### src/rtl/multicycle_control_if.sv
// Control bus between the multi-cycle sequencer and the shared datapath.
// The master side is the sequencer; the slave side is the datapath/memory.
interface multicycle_control_if;
    logic [31:0] instr;
    logic        mem_ready;
    logic        alu_le;
    logic        mem_req;
    logic        mem_write;
    logic        mem_is_data;
    logic        ir_write;
    logic        mdr_write;
    logic        pc_write;
    logic [1:0]  pc_src;
    logic        alu_src_b;
    logic [4:0]  alu_op;
    logic        reg_write;
    logic        reg_dst;
    logic        mem_to_reg;
    logic        link;
    logic        retire;
    logic        illegal;
    logic        bus_error;
    logic [2:0]  state;

    modport master (
        input  instr, mem_ready, alu_le,
        output mem_req, mem_write, mem_is_data, ir_write, mdr_write,
        output pc_write, pc_src, alu_src_b, alu_op, reg_write, reg_dst,
        output mem_to_reg, link, retire, illegal, bus_error, state
    );

    modport slave (
        output instr, mem_ready, alu_le,
        input  mem_req, mem_write, mem_is_data, ir_write, mdr_write,
        input  pc_write, pc_src, alu_src_b, alu_op, reg_write, reg_dst,
        input  mem_to_reg, link, retire, illegal, bus_error, state
    );
endinterface

### src/rtl/multicycle_control.sv
// Multi-cycle FETCH/DECODE/EXEC/MEM/WB sequencer for the 32-bit datapath.
// Drives datapath enables, memory handshake, timeout and illegal-op flags.
module multicycle_control #(
    parameter int unsigned MEM_TIMEOUT = 15,
    parameter int unsigned CNT_W       = 8
) (
    input  logic                clk,
    input  logic                rst_n,
    multicycle_control_if.master bus
);
    typedef enum logic [2:0] {
        S_FETCH  = 3'd0,
        S_DECODE = 3'd1,
        S_EXEC   = 3'd2,
        S_MEM    = 3'd3,
        S_WB     = 3'd4
    } state_t;

    state_t           r_state;
    logic [CNT_W-1:0] r_wait;

    logic [5:0] w_op;
    logic       w_rtype;
    logic       w_nori;
    logic       w_lw;
    logic       w_sw;
    logic       w_jr;
    logic       w_jal;
    logic       w_bleu;
    logic       w_ill;
    logic       w_in_mem;
    logic       w_ack;
    logic       w_tmo;

    assign w_op    = bus.instr[31:26];
    assign w_rtype = (w_op == 6'b100000) || (w_op == 6'b100110) ||
                     (w_op == 6'b000100) || (w_op == 6'b000000) ||
                     (w_op == 6'b000010);
    assign w_nori  = (w_op == 6'b001110);
    assign w_lw    = (w_op == 6'b100011);
    assign w_sw    = (w_op == 6'b101011);
    assign w_jr    = (w_op == 6'b001000);
    assign w_jal   = (w_op == 6'b000011);
    assign w_bleu  = (w_op == 6'b010000);
    assign w_ill   = !(w_rtype || w_nori || w_lw || w_sw ||
                       w_jr || w_jal || w_bleu);

    // An ack in the timeout cycle wins, so timeout requires !mem_ready.
    assign w_in_mem = (r_state == S_FETCH) || (r_state == S_MEM);
    assign w_ack    = w_in_mem && bus.mem_ready;
    assign w_tmo    = w_in_mem && !bus.mem_ready &&
                      (r_wait == CNT_W'(MEM_TIMEOUT));

    always_ff @(posedge clk) begin
        if (!rst_n) begin
            r_state <= S_FETCH;
            r_wait  <= '0;
        end else begin
            unique case (r_state)
                S_FETCH: begin
                    if (w_ack)
                        r_state <= S_DECODE;
                end
                S_DECODE: begin
                    if (w_jal || w_jr || w_ill)
                        r_state <= S_FETCH;
                    else
                        r_state <= S_EXEC;
                end
                S_EXEC: begin
                    if (w_bleu)
                        r_state <= S_FETCH;
                    else if (w_lw || w_sw)
                        r_state <= S_MEM;
                    else
                        r_state <= S_WB;
                end
                S_MEM: begin
                    if (w_ack)
                        r_state <= w_lw ? S_WB : S_FETCH;
                    else if (w_tmo)
                        r_state <= S_FETCH;
                end
                S_WB:    r_state <= S_FETCH;
                default: r_state <= S_FETCH;
            endcase

            // Zero outside FETCH/MEM, so any entry into them starts at 0.
            if (w_ack || w_tmo || !w_in_mem)
                r_wait <= '0;
            else
                r_wait <= r_wait + 1'b1;
        end
    end

    assign bus.state = r_state;

    always_comb begin
        bus.mem_req     = 1'b0;
        bus.mem_write   = 1'b0;
        bus.mem_is_data = 1'b0;
        bus.ir_write    = 1'b0;
        bus.mdr_write   = 1'b0;
        bus.pc_write    = 1'b0;
        bus.pc_src      = 2'd0;
        bus.alu_src_b   = 1'b0;
        bus.alu_op      = 5'd0;
        bus.reg_write   = 1'b0;
        bus.reg_dst     = 1'b0;
        bus.mem_to_reg  = 1'b0;
        bus.link        = 1'b0;
        bus.retire      = 1'b0;
        bus.illegal     = 1'b0;
        bus.bus_error   = 1'b0;
        if (rst_n) begin
            bus.alu_op = bus.instr[31:27];
            unique case (r_state)
                S_FETCH: begin
                    bus.mem_req   = 1'b1;
                    bus.ir_write  = w_ack;
                    bus.pc_write  = w_ack;
                    bus.bus_error = w_tmo;
                end
                S_DECODE: begin
                    bus.pc_write  = w_jal || w_jr;
                    bus.pc_src    = w_jr ? 2'd3 : (w_jal ? 2'd2 : 2'd0);
                    bus.reg_write = w_jal;
                    bus.link      = w_jal;
                    bus.retire    = w_jal || w_jr;
                    bus.illegal   = w_ill;
                end
                S_EXEC: begin
                    bus.alu_src_b = w_nori || w_lw || w_sw;
                    bus.pc_write  = w_bleu && bus.alu_le;
                    bus.pc_src    = w_bleu ? 2'd1 : 2'd0;
                    bus.retire    = w_bleu;
                end
                S_MEM: begin
                    bus.mem_req     = 1'b1;
                    bus.mem_is_data = 1'b1;
                    bus.mem_write   = w_sw;
                    bus.mdr_write   = w_ack && w_lw;
                    bus.retire      = w_ack && w_sw;
                    bus.bus_error   = w_tmo;
                end
                S_WB: begin
                    bus.reg_write  = 1'b1;
                    bus.reg_dst    = w_rtype;
                    bus.mem_to_reg = w_lw;
                    bus.retire     = 1'b1;
                end
                default: ;
            endcase
        end
    end
endmodule

### src/flat_wrapper.sv
// flat-port wrapper written by rule: the top's interface ports become plain ports
module multicycle_control_flat 
#(
    parameter int unsigned MEM_TIMEOUT = 15,
    parameter int unsigned CNT_W       = 8
)
  (clk, rst_n, bus_instr, bus_mem_ready, bus_alu_le, bus_mem_req, bus_mem_write, bus_mem_is_data, bus_ir_write, bus_mdr_write, bus_pc_write, bus_pc_src, bus_alu_src_b, bus_alu_op, bus_reg_write, bus_reg_dst, bus_mem_to_reg, bus_link, bus_retire, bus_illegal, bus_bus_error, bus_state);
  multicycle_control_if bus_i ();
  input  logic clk;
  input  logic rst_n;
  input wire logic [$bits(bus_i.instr)-1:0] bus_instr;
  input wire logic [$bits(bus_i.mem_ready)-1:0] bus_mem_ready;
  input wire logic [$bits(bus_i.alu_le)-1:0] bus_alu_le;
  output wire logic [$bits(bus_i.mem_req)-1:0] bus_mem_req;
  output wire logic [$bits(bus_i.mem_write)-1:0] bus_mem_write;
  output wire logic [$bits(bus_i.mem_is_data)-1:0] bus_mem_is_data;
  output wire logic [$bits(bus_i.ir_write)-1:0] bus_ir_write;
  output wire logic [$bits(bus_i.mdr_write)-1:0] bus_mdr_write;
  output wire logic [$bits(bus_i.pc_write)-1:0] bus_pc_write;
  output wire logic [$bits(bus_i.pc_src)-1:0] bus_pc_src;
  output wire logic [$bits(bus_i.alu_src_b)-1:0] bus_alu_src_b;
  output wire logic [$bits(bus_i.alu_op)-1:0] bus_alu_op;
  output wire logic [$bits(bus_i.reg_write)-1:0] bus_reg_write;
  output wire logic [$bits(bus_i.reg_dst)-1:0] bus_reg_dst;
  output wire logic [$bits(bus_i.mem_to_reg)-1:0] bus_mem_to_reg;
  output wire logic [$bits(bus_i.link)-1:0] bus_link;
  output wire logic [$bits(bus_i.retire)-1:0] bus_retire;
  output wire logic [$bits(bus_i.illegal)-1:0] bus_illegal;
  output wire logic [$bits(bus_i.bus_error)-1:0] bus_bus_error;
  output wire logic [$bits(bus_i.state)-1:0] bus_state;
  assign bus_i.instr = bus_instr;
  assign bus_i.mem_ready = bus_mem_ready;
  assign bus_i.alu_le = bus_alu_le;
  assign bus_mem_req = bus_i.mem_req;
  assign bus_mem_write = bus_i.mem_write;
  assign bus_mem_is_data = bus_i.mem_is_data;
  assign bus_ir_write = bus_i.ir_write;
  assign bus_mdr_write = bus_i.mdr_write;
  assign bus_pc_write = bus_i.pc_write;
  assign bus_pc_src = bus_i.pc_src;
  assign bus_alu_src_b = bus_i.alu_src_b;
  assign bus_alu_op = bus_i.alu_op;
  assign bus_reg_write = bus_i.reg_write;
  assign bus_reg_dst = bus_i.reg_dst;
  assign bus_mem_to_reg = bus_i.mem_to_reg;
  assign bus_link = bus_i.link;
  assign bus_retire = bus_i.retire;
  assign bus_illegal = bus_i.illegal;
  assign bus_bus_error = bus_i.bus_error;
  assign bus_state = bus_i.state;
  multicycle_control #(.MEM_TIMEOUT(MEM_TIMEOUT), .CNT_W(CNT_W)) u_core (.clk(clk), .rst_n(rst_n), .bus(bus_i));
endmodule
### config.mk
export PLATFORM = sky130hd
export DESIGN_NAME = multicycle_control_flat
export DESIGN_NICKNAME = d
export VERILOG_FILES = /design/src/rtl/multicycle_control_if.sv /design/src/rtl/multicycle_control.sv /design/src/flat_wrapper.sv
export SDC_FILE = /design/constraint.sdc
export NUM_CORES = 1
export LEC_CHECK = 0
export CAP_MARGIN = 25
export CORE_UTILIZATION = 36
export DETAILED_ROUTE_END_ITERATION = 8
export PLACE_DENSITY = 0.8
export SETUP_SLACK_MARGIN = 0.4
export SLEW_MARGIN = 20
export SYNTH_ARGS = -nofsm -noshare
export SYNTH_HDL_FRONTEND = slang
export SYNTH_SLANG_ARGS = --single-unit
### constraint.sdc
create_clock -name clk -period 1.8 [get_ports clk]
set_input_delay 0.27 -clock clk [delete_from_list [all_inputs] [get_ports clk]]
set_output_delay 0.27 -clock clk [all_outputs]
set_load 0.02 [all_outputs]
# Yosys cells after proc, flatten, opt, wreduce, memory -nomap -nowiden
# Index checks and enable logic that the tools add are counted.
# classes
add_sub_neg,1
mul,0
div,0
magnitude_cmp,0
n_eq_ne,17
shifts,0
n_mux,42
bitwise_logic,1
n_reduce_logical,32
# op_table
operator,count
$mux 1,26
$eq 6x6->1 const B,4
$logic_or 1x1->1,18
$mux 3,6
$eq 6x2->1 const B,2
$eq 6x4->1 const B,2
$pmux 3 s4,1
$add 8x1->8 const B,1
$eq 8x4->1 const B,1
$mux 2,4
$eq 3x2->1 const B,2
$eq 6x3->1 const B,1
$eq 6x5->1 const B,1
$logic_and 1x1->1,6
$logic_not 6->1,1
$mux 5,1
$pmux 1 s4,1
$pmux 2 s2,1
$reduce_or 2->1,2
$eq 3x1->1 const B,1
$eq 3x3->1 const B,1
$logic_not 1->1,3
$logic_not 3->1,1
$ne 3x1->1 const B,1
other kinds (5),5
# totals
register_bits,11
latchBits,0
ram_bits,0
rom_bits,0
input_bits,36
elab_cells,95
memories,0

# Depth between registers and ports, before layout
# logic_depth
ltp_word,15
ltp_mapped,5

# Worst setup path after synthesis
# Ideal clock, no wire load.
# synth_timing
path_type,register to output
startpoint,"register u_core.r_state[0], in the netlist u_core.bus.state[0]"
endpoint,output bus_reg_write
arrival_time_ps,1629
required_ps,1530
setup_slack_ps,-99
stages_incl_launch_ff,5
cell_sequence,dfxtp_1 and4bb_2 nand2_1 nor4b_2 nand2b_1
# synth_via
elab_chain_cells,3
elab_cells_between_ends,4
classes_between,eq/ne: 2; mux: 2
# synth_lines
element,line,source
from (decl),multicycle_control.sv:19,state_t r_state;
from (signal assigned),multicycle_control.sv:80,r_state <= w_lw ? S_WB : S_FETCH;
$eq 3x3->1 or $eq 3x1->1 (tied branches),multicycle_control.sv:117,unique case (r_state)
$pmux 1 s2 (*),multicycle_control.sv:117,
$mux 1 (*),multicycle_control.sv:115,if (rst_n) begin
to (decl),flat_wrapper.sv:23,output wire logic [$bits(bus_i.reg_write)-1:0] bus_reg_write;
# Every way passes the cells marked *; elsewhere a longest branch is shown, timed or not.

# Final worst setup path
# layout_timing
startpoint,"register u_core.r_state[1], in the netlist u_core.bus.state[1]"
endpoint,output bus_reg_write
# The elaborated chain is that of the path after synthesis.

==> qor.tcl <==
set qor(status) {finished, violations left}
set qor(failed_checks) {negative setup slack}
set qor(fin_nets) 234
set qor(utilization_pct) 79.9
set qor(synth_cell_types) 42
set qor(worstHoldStart) {u_core.r_wait[0]}
set qor(cts.reportedPaths.clkPinSlew_ps) 70
set qor(post_detail_place_hpwl_mm) 2.19
set qor(grt_antenna_before_repair) 0
set qor(synth_sequential_area_ratio_pct) 24.1
set qor(crit_path_cell_trace) {and4bb_2 -> nand2_2 -> nor4b_4 -> nand2b_4 -> buf_6}
set qor(finalWirelength_mm) 3.46
set qor(ir_drop_uv) 325
set qor(place.port_buffers) 33
set qor(path_max_fanout) 3
set qor(worstSkewPairLatency_ps) 280
set qor(yosys.area.top_type_share_pct) 24.1
set qor(whs_ps) 522
set qor(r2r_end) {u_core.bus.state[1]}
set qor(io_pins) 60
set qor(cts_tree) {yes}
set qor(setup_repair_after_global_routing_missed_its_margin) {true}
set qor(finalMaxSlewViolations) 0
set qor(clock-sinks) 11
set qor(syn-mean-instance-area_um2) 7.50
set qor(overall_via_count_from_detail_route) 1211
set qor(syn_area_um2) 915
set qor(crit_path_end_kind) {output pin}
set qor(globalRouteOverflowTotal) 0
set qor(insertedDiodeCount) 0
set qor(cellLeakagePower_nw) 0.844
set qor(synth.area.top_cells) {sky130_fd_sc_hd__dfxtp_1 24%, sky130_fd_sc_hd__nor2_1 7.4%, sky130_fd_sc_hd__xnor2_1 4.8%}
set qor(drtIter0Drc) 57
set qor(critical-path-slowest-cell) {sky130_fd_sc_hd__dfxtp_2}
set qor(clock_skew_ps) 1.71
set qor(critPathMaxStageDelay_ps) 340
set qor(cts_max_path_buffers) 2
set qor(min_period_over_period_pct) 102
set qor(hp-class) {reg2reg}
set qor(min_period_ps) 1840
set qor(ys_ff_latch) 11
set qor(grt_first_pass_wirelength_mm) 5.29
set qor(finalHoldViolCount) 0
set qor(ant_nets) 0
set qor(fmax_ghz) 0.542
set qor(placeableCoreArea_um2) 2300
set qor(post_layout_nonfiller_instances) 224
set qor(route.detailed.wl_per_inst_um) 15.5
set qor(die_w_um) 52.4
set qor(top_reg_cell_synth) {sky130_fd_sc_hd__dfxtp_1}
set qor(vias_per_cell) 5.41
set qor(die_h_um) 52.4
set qor(synth_area_leader_cell) {sky130_fd_sc_hd__dfxtp_1}
set qor(power.density_nw_per_um2) 374
set qor(finalPower_uw) 687
set qor(placement_row_count) 17
set qor(fillerInstances) 144
set qor(synthCells) 122
set qor(synth_simple_gate_area_share_pct) 47.5
set qor(main_combinational_cell_family_by_area_after_synthesis) {simple AND/OR/NAND/NOR gates}
set qor(critPathRequiredTime_ps) 1530
set qor(cts_made_buffers) 3
set qor(synth_adder_area_share_pct) 2.46
set qor(grt.total_usage_pct) 26.2
set qor(place_congestion) 0.877
set qor(initial_util_pct) 39.8
set qor(synth_compound_gate_area_share_pct) 11.8
set qor(actual_slew_at_the_worst_max_slew_pin_ps) 314
set qor(dpl.cell_count) 209
set qor(yosysWarnings) 0
set qor(final.setup.worst_slack_ps) -44.1
set qor(critical_path_depth) 5
set qor(finalSetupViolCount) 5
set qor(cts_hold_buf) 0
set qor(cp_top_family) {simple AND/OR/NAND/NOR gates}
set qor(largest_net_degree_at_the_start_of_global_routing) 11
set qor(max_cap_violations) 0
set qor(clockRootBuffer) {sky130_fd_sc_hd__clkbuf_4}
set qor(final_cell_mix) {42 x sky130_fd_sc_hd__buf_4, 18 x sky130_fd_sc_hd__buf_6, 13 x sky130_fd_sc_hd__nor2_1}
set qor(crit_path_start_kind) {flop}
set qor(syn2layout_area_growth_pct) 101
set qor(synth_enable_flop_cells) 0
set qor(fp.dieArea_um2) 2750
set qor(drt_pass1_iterations) 4
set qor(number_of_h_tree_levels) 1
set qor(first_global_vias) 1172
set qor(final_layout_size_suffix_gt1_share_pct) 61.7
set qor(r2r-start) {u_core.bus.state[2]}
set qor(slew_headroom_pct) 78.9
set qor(criticalPathCategory) {reg2out}
set qor(depth_of_the_worst_register_to_register_path) 8
set qor(post_synth_mux_area_share_pct) 0
set qor(most_common_library_cell_in_the_layout_ignoring_fill_and_taps) {sky130_fd_sc_hd__buf_4}
set qor(path_buf_inv) 1
set qor(setup.reg_to_reg.worst_slack_ps) 190
set qor(post-route-drc-count) 0
set qor(synthXorXnorAreaFrac_pct) 8.62
set qor(timing.critical_path.to) {bus_reg_write}
set qor(async_reset_ff_share_pct) 0
set qor(worstHoldPathCells) 2
set qor(syn-num-nets) 159
set qor(crit_arrival_ps) 1570
set qor(startpoint) {u_core.bus.state[1]}
-- cells in the mapped netlist (all sizes together), types with 2 or more instances --
| cell type | instances |
|---|---|
| nor2b | 4 |
| and3 | 3 |
| a21oi | 2 |
| nand2 | 11 |
| and4b | 2 |
| dfxtp | 11 |
| nor3 | 2 |
| xnor2 | 5 |
| nand3b | 2 |
| nand2b | 5 |
| o21ai | 6 |
| nor2 | 18 |
| xor2 | 4 |
| and2 | 6 |
| buf | 5 |
| nand3 | 4 |
| o211a | 2 |
| nor4b | 3 |
| clkbuf | 3 |
| inv | 2 |
| or3 | 2 |
| nor3b | 4 |
-- flip-flops by register name (all words and copies together), names as in the netlist --
name,cells
u_core.r_wait,8
u_core.bus.state,3
-- kinds of logic after synthesis --
family                   Yosys count
AND/OR/NAND/NOR                   74
AO/OA/AOI/OAI                     16
flip-flops                        11
buffers and inverters             10
XOR/XNOR                           9
adder cells (fa/ha/maj)            2
-- per-stage QoR --
step	setup TNS, ps	setup slack, ps	cell area, µm²
finish	-98.3	-44.1	1840
global route	-398	-116	1840
CTS	-110	-55.1	1760
detailed placement	-11420	-824	1610
global placement	-10790	-766	1610
floorplan	0	79.5	1050
-- cell type report --
cell class / count / area, µm² / area share [%]
Multi-Input combinational cell: 101 / 881 / 48.0
Timing Repair Buffer: 78 / 659 / 35.9
Sequential cell: 11 / 226 / 12.3
Tap cell: 28 / 35.0 / 1.91
Clock buffer: 4 / 26.3 / 1.43
Inverter: 2 / 7.51 / 0.409
-- per-layer routing --
metal | share of wire, % | track usage (%) | up-vias
met1 | 38 | 29.4 | 569
met3 | 4.1 | 2.32 | 16
li1 | - | - | 574
met2 | 55 | 49.2 | 52
met5 | 0 | 0 | -
met4 | 2.9 | 11.0 | 0
-- power breakdown --
group / total (mW) / internal, mW / leakage (nW) / switching [mW]
Combinational: 0.261 / 0.135 / 0.738 / 0.126
Clock: 0.177 / 0.0860 / 0.0150 / 0.0910
Sequential: 0.249 / 0.246 / 0.0907 / 0.00281
-- tightest hold or removal path: cells and delay by family (launching register included) --
| family | cells | cell delay (ps) |
|---|---|---|
| simple gates | 1 | 40 |
| flops | 1 | 340 |
| buf+inv | 1 | 110 |
-- timing repair --
item | CTS | global route
hold endpoints to repair | 0 | 0
setup endpoints to repair | 34 | 33
pin swaps | 16 | 8
gates resized for setup | 160 | 25
buffers inserted | 6 | 5
-- how the worst min path moves through the flow --
| stage | end | slack [ps] |
|---|---|---|
| after floorplan | u_core.r_wait[0] | 420 |
| after global placement | u_core.r_wait[0] | 500 |
| after detailed placement | u_core.r_wait[0] | 510 |
| after CTS | u_core.r_wait[0] | 520 |
| after global routing | u_core.r_wait[0] | 560 |
| final | u_core.r_wait[0] | 520 |
(Power assumes the default switching activity.)
